**src/rtl/keypad_scanner.sv**
```systemverilog
// 4x4 active-low matrix keypad scanner with debounce.
// Drives one column low at a time, samples the synchronised rows at the end
// of each column slot, and classifies every full scan as none/single/multi.
// A four-state FSM accepts a press or a release only after DEBOUNCE_SCANS
// identical results, so is_pressed rises exactly once per physical press.
module keypad_scanner #(
  parameter int SCAN_DIV       = 1000,
  parameter int DEBOUNCE_SCANS = 4
) (
  input  logic       clock,
  input  logic       reset,
  input  logic [3:0] row,
  output logic [3:0] col,
  output logic [3:0] button,
  output logic       is_pressed
);

  localparam int              SLOT_W    = $clog2(SCAN_DIV);
  localparam logic [SLOT_W-1:0] SLOT_LAST = SLOT_W'(SCAN_DIV - 1);
  localparam logic [3:0]      DB_LAST   = 4'(DEBOUNCE_SCANS);

  typedef enum logic [1:0] {IDLE, DB_PRESS, PRESSED, DB_RELEASE} state_t;
  typedef enum logic [1:0] {RES_NONE, RES_SINGLE, RES_MULTI} result_t;

  logic [3:0]        row_meta;
  logic [3:0]        row_sync;
  logic [1:0]        col_idx;
  logic [SLOT_W-1:0] slot;
  logic              sample;
  logic [1:0]        acc_count;
  logic [3:0]        acc_code;
  logic [2:0]        low_count;
  logic [1:0]        low_row;
  logic [2:0]        total_count;
  logic [3:0]        code_now;
  logic              scan_done;
  result_t           scan_result;
  logic [3:0]        scan_code;

  state_t            state;
  state_t            state_next;
  logic [3:0]        cand;
  logic [3:0]        cand_next;
  logic [3:0]        cnt;
  logic [3:0]        cnt_next;
  logic [3:0]        cnt_inc;
  logic [3:0]        button_next;
  logic              is_pressed_next;

  // Key legend, indexed by row and column.
  function automatic logic [3:0] key_code(input logic [1:0] r, input logic [1:0] c);
    case ({r, c})
      4'h0: key_code = 4'h1;
      4'h1: key_code = 4'h2;
      4'h2: key_code = 4'h3;
      4'h3: key_code = 4'hA;
      4'h4: key_code = 4'h4;
      4'h5: key_code = 4'h5;
      4'h6: key_code = 4'h6;
      4'h7: key_code = 4'hB;
      4'h8: key_code = 4'h7;
      4'h9: key_code = 4'h8;
      4'hA: key_code = 4'h9;
      4'hB: key_code = 4'hC;
      4'hC: key_code = 4'hF;
      4'hD: key_code = 4'h0;
      4'hE: key_code = 4'hE;
      default: key_code = 4'hD;
    endcase
  endfunction

  assign sample  = (slot == SLOT_LAST);
  assign col     = ~(4'b0001 << col_idx);
  assign cnt_inc = cnt + 4'd1;

  // Two-flop synchroniser; idle rows read as all released.
  always_ff @(posedge clock or negedge reset) begin
    if (!reset) begin
      row_meta <= 4'hF;
      row_sync <= 4'hF;
    end else begin
      row_meta <= row;
      row_sync <= row_meta;
    end
  end

  // Column slot timer: hold each column for SCAN_DIV cycles, then advance.
  always_ff @(posedge clock or negedge reset) begin
    if (!reset) begin
      slot    <= '0;
      col_idx <= 2'd0;
    end else if (sample) begin
      slot    <= '0;
      col_idx <= col_idx + 2'd1;
    end else begin
      slot    <= slot + SLOT_W'(1);
    end
  end

  // Count low rows in the current column and pick the key if only one is low.
  always_comb begin
    low_count = 3'd0;
    low_row   = 2'd0;
    for (int r = 3; r >= 0; r--) begin
      if (!row_sync[r]) begin
        low_count = low_count + 3'd1;
        low_row   = 2'(r);
      end
    end
    total_count = {1'b0, acc_count} + low_count;
    code_now    = (low_count == 3'd1) ? key_code(low_row, col_idx) : acc_code;
  end

  // Accumulate per-column samples; publish one classified result per scan.
  always_ff @(posedge clock or negedge reset) begin
    if (!reset) begin
      acc_count   <= 2'd0;
      acc_code    <= 4'd0;
      scan_done   <= 1'b0;
      scan_result <= RES_NONE;
      scan_code   <= 4'd0;
    end else begin
      scan_done <= 1'b0;
      if (sample) begin
        if (col_idx == 2'd3) begin
          scan_done <= 1'b1;
          scan_code <= code_now;
          if (total_count == 3'd0) begin
            scan_result <= RES_NONE;
          end else if (total_count == 3'd1) begin
            scan_result <= RES_SINGLE;
          end else begin
            scan_result <= RES_MULTI;
          end
          acc_count <= 2'd0;
          acc_code  <= 4'd0;
        end else begin
          acc_count <= (total_count >= 3'd2) ? 2'd2 : total_count[1:0];
          acc_code  <= code_now;
        end
      end
    end
  end

  // Debounce FSM state and its registered outputs.
  always_ff @(posedge clock or negedge reset) begin
    if (!reset) begin
      state      <= IDLE;
      cand       <= 4'd0;
      cnt        <= 4'd0;
      button     <= 4'd0;
      is_pressed <= 1'b0;
    end else begin
      state      <= state_next;
      cand       <= cand_next;
      cnt        <= cnt_next;
      button     <= button_next;
      is_pressed <= is_pressed_next;
    end
  end

  // Next-state decision, taken only when a full scan has completed.
  always_comb begin
    state_next = state;
    if (scan_done) begin
      case (state)
        IDLE: begin
          if (scan_result == RES_SINGLE) state_next = DB_PRESS;
        end
        DB_PRESS: begin
          if (scan_result != RES_SINGLE) begin
            state_next = IDLE;
          end else if (scan_code == cand && cnt_inc == DB_LAST) begin
            state_next = PRESSED;
          end
        end
        PRESSED: begin
          if (scan_result == RES_NONE) state_next = DB_RELEASE;
        end
        DB_RELEASE: begin
          if (scan_result != RES_NONE) begin
            state_next = PRESSED;
          end else if (cnt_inc == DB_LAST) begin
            state_next = IDLE;
          end
        end
        default: state_next = IDLE;
      endcase
    end
  end

  // Candidate, debounce count and output updates for each transition.
  always_comb begin
    cand_next       = cand;
    cnt_next        = cnt;
    button_next     = button;
    is_pressed_next = is_pressed;
    if (scan_done) begin
      case (state)
        IDLE: begin
          if (scan_result == RES_SINGLE) begin
            cand_next = scan_code;
            cnt_next  = 4'd1;
          end
        end
        DB_PRESS: begin
          if (scan_result == RES_SINGLE) begin
            if (scan_code == cand) begin
              cnt_next = cnt_inc;
              if (cnt_inc == DB_LAST) begin
                button_next     = cand;
                is_pressed_next = 1'b1;
              end
            end else begin
              cand_next = scan_code;
              cnt_next  = 4'd1;
            end
          end
        end
        PRESSED: begin
          if (scan_result == RES_NONE) cnt_next = 4'd1;
        end
        DB_RELEASE: begin
          if (scan_result == RES_NONE) begin
            cnt_next = cnt_inc;
            if (cnt_inc == DB_LAST) is_pressed_next = 1'b0;
          end
        end
        default: begin
          cnt_next = 4'd0;
        end
      endcase
    end
  end

endmodule
```
**config.mk**
```make
export PLATFORM = sky130hd
export DESIGN_NAME = keypad_scanner
export DESIGN_NICKNAME = d
export VERILOG_FILES = /design/src/rtl/keypad_scanner.sv
export SDC_FILE = /design/constraint.sdc
export NUM_CORES = 1
export LEC_CHECK = 0
export ABC_AREA = 1
export BUFFER_PORTS_ARGS = -buffer_cell sky130_fd_sc_hd__buf_4
export CAP_MARGIN = 20
export CORE_UTILIZATION = 61
export CTS_CLUSTER_DIAMETER = 40
export CTS_CLUSTER_SIZE = 40
export DETAILED_ROUTE_END_ITERATION = 10
export HOLD_SLACK_MARGIN = 0.15
export PLACE_DENSITY = 0.8
export SYNTH_ARGS = -nofsm -noshare
export SYNTH_HDL_FRONTEND = slang
export SYNTH_SLANG_ARGS = --single-unit
```
**constraint.sdc**
```tcl
create_clock -name clock -period 3.4 [get_ports clock]
set_clock_uncertainty 0.05 [all_clocks]
set_input_delay 0.51 -clock clock [delete_from_list [all_inputs] [get_ports clock]]
set_output_delay 0.51 -clock clock [all_outputs]
set_load 0.05 [all_outputs]
```
==> results by group, run 1 <==
Status
  – Status: finished, final reports clean

Logic synthesis
  – Post-Syn Area per Cell: 7.756 um^2
  – Synthesized flop and latch total: 48
  – Top_reg_cell synth: dfrtp_1
  – Syn Nets: around 370
  – Post-synthesis async set-or-reset flop share: 1.000
  – Mapped Area: roughly 2700 um^2
  – Number of distinct library cells after synthesis: 32
  – Cells after Synth: around 350
  – Post-synthesis sequential area ratio: 0.4436
  – Yosys warning count: 0
  – Number of flops mapped to enable cells by yosys: 0

Layout
  – Final core utilization: 0.7150
  – Layout Cells excl Fill: around 420
  – Nets@finish: 392
  – Most frequent cells in the layout: nand2_1, inv_1, dfrtp_1, nand3_1, nor2_1
  – Leading cell type in the layout, fill and taps excluded: nand2_1
  – Fillers: 356
  – Share of cells above drive strength 1: 0.1213
  – Area Overhead vs Synth: 8.524%
  – Antenna Diode Count: 0

Global route
  – Antenna violations before repair: 0
  – Vias in the first global route: between 2000 and 2500
  – First-pass GRT wire length: ~8 mm
  – Total GRT Usage: 0.2326
  – Largest net degree at the start of global routing: 49
  – Grt ovf: 0

Clock tree
  – Root Buffer: clkbuf_8
  – Post-CTS Hold Fix Bufs: 0
  – Total clock sinks: 48
  – Clk slew on worst S/H paths: approximately 0.08 ns
  – CTS Buf Count: 5
  – TritonCTS clock tree: done
  – # resized after CTS: 0
  – Worst skew pair latency: about 0.30 ns
  – Clock tree buffer depth: 2
  – H-tree Lvls: 2
  – Post CTS Setup Buffer Count: 0

Setup path
  – CP required: about 3.5 ns
  – CP endpoint kind: register
  – Data arrival, critical path: 2.95 ns
  – Critical path peak fanout: 4
  – CP Launch Type: register
  – Worst Setup Path Type: register to register

Timing
  – Sum Neg Setup Slack: 0 ns
  – RSZ-0062 raised after global routing: no
  – Setup violators final: 0
  – Period minus WS final: about 2.8 ns
  – Least-Margin Pin Slew: ~0.58 ns
  – Slew headroom: 0.6109
  – Max Freq: about 0.36 GHz
  – Max-slew violation count: 0
  – Final worst slack: just under 0.6 ns
  – Endpoints failing hold: 0
  – Period utilization: 0.8244

Route
  – Initial DRC count: approximately 120
  – Per-cell routed wire length: 11.19 um
  – Post-route ant nets: 0
  – 1st-pass router iterations: 4
  – DRC Markers: 0
  – Wirelength, routed: between 4 and 5 mm
  – Vias: approximately 2200
  – Vias per cell: about 5.3

Place
  – PortBufs: 14
  – Gpl congestion: 0.8493
  – HPWL Detailed: ~3.6 mm
  – Placed cells: about 410
  – Setup WS pre-CTS: roughly 0.58 ns

Floorplan
  – Core ar.: a little over 4000 um^2
  – Io pins: 15
  – Die X: just under 70 um
  – Die area: about 4700 um^2
  – Starting Density: 0.6588
  – Row Count: 23
  – Die Height: just under 70 um

Worst hold path
  – Worst Hold Class: primary input to async pin

Pwr
  – Power Density: 326.7 nW/um^2
  – Total power: about 0.97 mW
  – Max rail drop VDD: ~0.27 mV
  – Static leakage: around 1.6 nW

Flow run
  – Max cap viols: 0
-- stage by stage --
step	cell area [um^2]	hold WS, ns
floorplan	2730	0.1644
global placement	2885	0.2955
detailed placement	2885	0.2991
CTS	2963	0.1758
global route	2963	0.2127
finish	2963	0.1511
-- logic make-up after synthesis --
group	count (synthesis)	synth area share
simple gates	211	0.3538
buf+inv	55	0.07745
flops	48	0.4436
compound gates	16	0.03116
fa+ha+maj	15	0.07150
xor+xnor	7	0.02246
-- layout make-up --
| cell class | instances | area, um^2 | share of cell area |
|---|---|---|---|
| multi-input cells | 249 | 1308 | 0.4413 |
| clock inverters | 1 | 5.005 | 0.001689 |
| flip-flops and latches | 48 | 1211 | 0.4088 |
| well taps | 50 | 62.56 | 0.02111 |
| clock buffers | 6 | 72.57 | 0.02449 |
| inverters | 53 | 198.9 | 0.06715 |
| repair buffers | 14 | 105.1 | 0.03547 |
-- routing by layer --
metal  wire length [um]  track usage  vias to the layer above
met3                146      0.04934                        6
met1               2182       0.2755                     1028
met4                 55      0.07908                        0
met2               2329       0.4138                       40
li1                   -            -                     1141
met5                  0            0                        -
-- state kept, by name (all words and copies together) (netlist names) --
name	flops
acc_code	4
acc_count	2
button	4
cand	4
cnt	4
col_idx	2
is_pressed	1
row_meta	4
row_sync	4
scan_code	4
scan_done	1
scan_result	2
slot	10
state	2
-- worst max-delay path, cell delays in order, from the launching register on --
cell and delay [ns]:
dfstp_2 0.55, inv_1 0.05, ha_1 0.33, inv_1 0.06, nand2_1 0.08, nand2_1 0.07
ha_1 0.26, or2_1 0.20, nand2_1 0.13, inv_1 0.08, fa_1 0.40, xnor2_1 0.25
nand2_1 0.10, nand2_1 0.07, nand2_1 0.04
-- where the power goes --
part | internal [mW] | leakage, nW | switching, mW | total (mW)
Clock | 0.140 | 0.0410 | 0.176 | 0.316
Sequential | 0.579 | 0.629 | 0.00403 | 0.583
Combinational | 0.0222 | 0.906 | 0.0462 | 0.0684
Total | 0.742 | 1.58 | 0.226 | 0.968
-- synthesized netlist by cell type, types with 2 or more instances --
master	n	area share
nor3_1	5	0.0092
inv_2	3	0.0041
nor3_2	2	0.0073
nand4_1	5	0.011
xnor2_1	4	0.013
nor2_4	3	0.012
a21oi_1	7	0.013
dfrtp_1	40	0.37
ha_1	14	0.064
nand3_2	3	0.011
nor2_1	21	0.029
nand2_2	3	0.0069
or2_1	2	0.0046
inv_1	50	0.069
xor2_1	3	0.0096
nand2_1	122	0.17
nand3_1	36	0.066
nor4_1	2	0.0046
nand3b_1	2	0.0055
dfstp_2	8	0.077
o21ai_0	6	0.011
-- path summary, 6_finish.rpt --
kind,slack [ns],startpoint,endpoint,depth (start not counted)
worst max-delay path,0.60,row_sync[2],acc_count[1],14
worst min-delay path,0.15,reset,cand[1],1
worst max register to register,0.60,row_sync[2],acc_count[1],14
worst min register to register,0.31,row_meta[2],row_sync[2],0
max in group asynchronous,2.73,reset,col_idx[0],1
min in group clock,0.28,row[2],row_meta[2],1
(Power assumes the default switching activity.)
==> inputs of run 2 (changes only) <==
==> constraint.sdc (replaced) <==
create_clock -name clock -period 2.7 [get_ports clock]
set_clock_uncertainty 0.05 [all_clocks]
set_input_delay 0.405 -clock clock [delete_from_list [all_inputs] [get_ports clock]]
set_output_delay 0.405 -clock clock [all_outputs]
set_load 0.05 [all_outputs]
==> results by group, run 2 (synthesis results as in run 1) <==
Status
  – Status: finished, final reports clean

Pwr
  – Clock group share of total power: 0.398
  – Cell Int Power: ~1.1 mW
  – Comb power frac: 0.074
  – Switching portion of total power: 0.2140
  – Power Density: about 450 nW/um^2
  – Static leakage: 1.613 nW
  – Max rail drop VDD: between 0.2 and 0.3 mV
  – Net Sw Power: just under 0.3 mW
  – Sequential share of power: 0.528

Route
  – Per-cell routed wire length: 11.31 um
  – 1st-pass router iterations: 6
  – DRC Markers: 0
  – Initial DRC count: ~110
  – Post-route ant nets: 0
  – Wirelength, routed: about 4.8 mm
  – Vias per cell: 5.230
  – Vias: roughly 2200

Clock tree
  – Root Buffer: clkbuf_8
  – CTS Buf Count: 5
  – Worst skew pair latency: 0.30 ns
  – TritonCTS clock tree: done
  – Clock tree buffer depth: 2
  – Total clock sinks: 48
  – H-tree Lvls: 2
  – Clk slew on worst S/H paths: about 0.080 ns

Worst hold path
  – Hold Path Origin: row[3]
  – Hold worst-path end: row_meta[3]
  – Hold path cells: 1
  – Worst Hold Class: primary input to register

Timing
  – Slew headroom: 0.6119
  – Max Freq: approximately 0.39 GHz
  – Period minus WS final: 2.563 ns
  – Endpoints failing hold: 0
  – Max-slew violation count: 0
  – Period utilization: 0.9491
  – Least-Margin Pin Slew: slightly below 0.6 ns
  – Setup violators final: 0

Global route
  – Vias in the first global route: ~1900
  – First-pass GRT wire length: between 7 and 8 mm
  – Largest net degree at the start of global routing: slightly below 50
  – Antenna violations before repair: 0
  – Total GRT Usage: 0.2217
  – Grt ovf: 0

Layout
  – Largest register FFs: 10
  – Fillers: roughly 330
  – Most frequent cells in the layout: nand2_1, inv_1, dfrtp_1, nand3_1, nor2_1
  – Leading cell type in the layout, fill and taps excluded: nand2_1
  – Share of cells above drive strength 1: 0.1569
  – Nets@finish: around 400
  – Layout Cells excl Fill: between 400 and 500
  – Area Overhead vs Synth: 12.69%
  – Largest Register: slot
  – Antenna Diode Count: 0
  – Final core utilization: 0.7425

Floorplan
  – Core ar.: a little over 4000 um^2
  – Die area: about 4700 um^2
  – Io pins: 15
  – Die Height: 68.90 um
  – Row Count: 23
  – Starting Density: 0.6588
  – Die X: slightly below 70 um

Place
  – PortBufs: 14
  – Placed cells: 415
  – HPWL Detailed: about 3.5 mm
  – Gpl congestion: a little under 0.9

Flow run
  – Max cap viols: 0

Setup path
  – R2R Setup Slk: between 0.1 and 0.15 ns
  – CP endpoint kind: register
  – CP required: 2.83 ns
  – CP Launch Type: register
  – R2R depth: 13
  – Worst Setup Path Type: register to register
  – Critical path peak fanout: 4
  – Worst reg2reg path startpoint: row_sync[3]
  – FF-to-FF End: scan_result[0]
  – Data arrival, critical path: around 2.7 ns
==> run 2: cell types whose count changed in the layout (fill, tap and decap cells not counted), sizes merged <==
| cell | before | now |
|---|---|---|
| clkinv | 1 | 0 |
| clkbuf | 6 | 7 |
| bufinv | 0 | 1 |
| buf | 14 | 16 |
| dlygate4sd3 | 0 | 2 |
==> run 2: worst max path at each step <==
stage	slack (ns)	end	from
after floorplan	0.04	scan_result[1]	row_sync[2]
after global placement	0.02	scan_result[1]	row_sync[2]
after detailed placement	-0.08	acc_count[1]	row_sync[2]
after CTS	0.03	acc_count[1]	row_sync[2]
after global routing	-0.004	acc_count[1]	row_sync[3]
final	0.14	scan_result[0]	row_sync[3]
==> run 2: timing repair <==
| item | in CTS | in global routing |
|---|---|---|
| pin swaps | 1 | 9 |
| hold endpoints to repair | 40 | 1 |
| buffers inserted | 0 | 1 |
| hold buffers | 1 | 1 |
| gates resized for setup | 2 | 8 |
| endpoints found under the setup margin | 4 | 4 |
==> run 2: power groups by stage <==
stage                     clock, mW  sequential, mW  combinational [mW]
after global placement            0           0.748              0.0877
after global routing          0.596           0.735               0.117
final                         0.554           0.735               0.103
after detailed placement          0           0.748              0.0908
after floorplan                   0           0.746              0.0600
after CTS                     0.571           0.735              0.0966
==> run 2: final cells by class <==
| cell class | instances | area (um^2) | share of cell area |
|---|---|---|---|
| Clock inverter | 1 | 30.03 | 0.009760 |
| Multi-Input combinational cell | 249 | 1338 | 0.4347 |
| Clock buffer | 7 | 96.34 | 0.03131 |
| Inverter | 53 | 198.9 | 0.06466 |
| Tap cell | 50 | 62.56 | 0.02033 |
| Timing Repair Buffer | 18 | 140.1 | 0.04555 |
| Sequential cell | 48 | 1211 | 0.3937 |
==> run 2: metal layers <==
layer	track usage	up-vias	part of all wire	wire (um)
met5	0	-	0	0
met4	0.06633	0	0.019	93
met3	0.04934	11	0.031	150
met2	0.3835	47	0.47	2286
met1	0.2741	1016	0.48	2290
li1	-	1154	-	-
==> run 2: critical path: stages (launching register included) <==
cell     delay (ns)
dfstp_2        0.54
inv_2          0.05
ha_4           0.28
inv_2          0.04
nand2_2        0.07
nand2_2        0.07
ha_1           0.28
or2_1          0.24
nand2_2        0.08
inv_2          0.04
fa_2           0.53
nor2_1         0.06
nand3_1        0.07
o21ai_0        0.07
==> run 2: through the flow <==
stage / power [mW] / TNS (ns) / setup slack (ns) / area, um^2 / hold slack (ns)
detailed placement: 0.8391 / -0.1682 / -0.08479 / 2893 / 0.2991
floorplan: 0.8062 / 0 / 0.03793 / 2730 / 0.05941
global placement: 0.8357 / 0 / 0.02034 / 2893 / 0.2958
global route: 1.448 / -0.003961 / -0.003961 / 3077 / 0.1530
finish: 1.392 / 0 / 0.1374 / 3077 / 0.1675
CTS: 1.402 / 0 / 0.02754 / 3049 / 0.1555
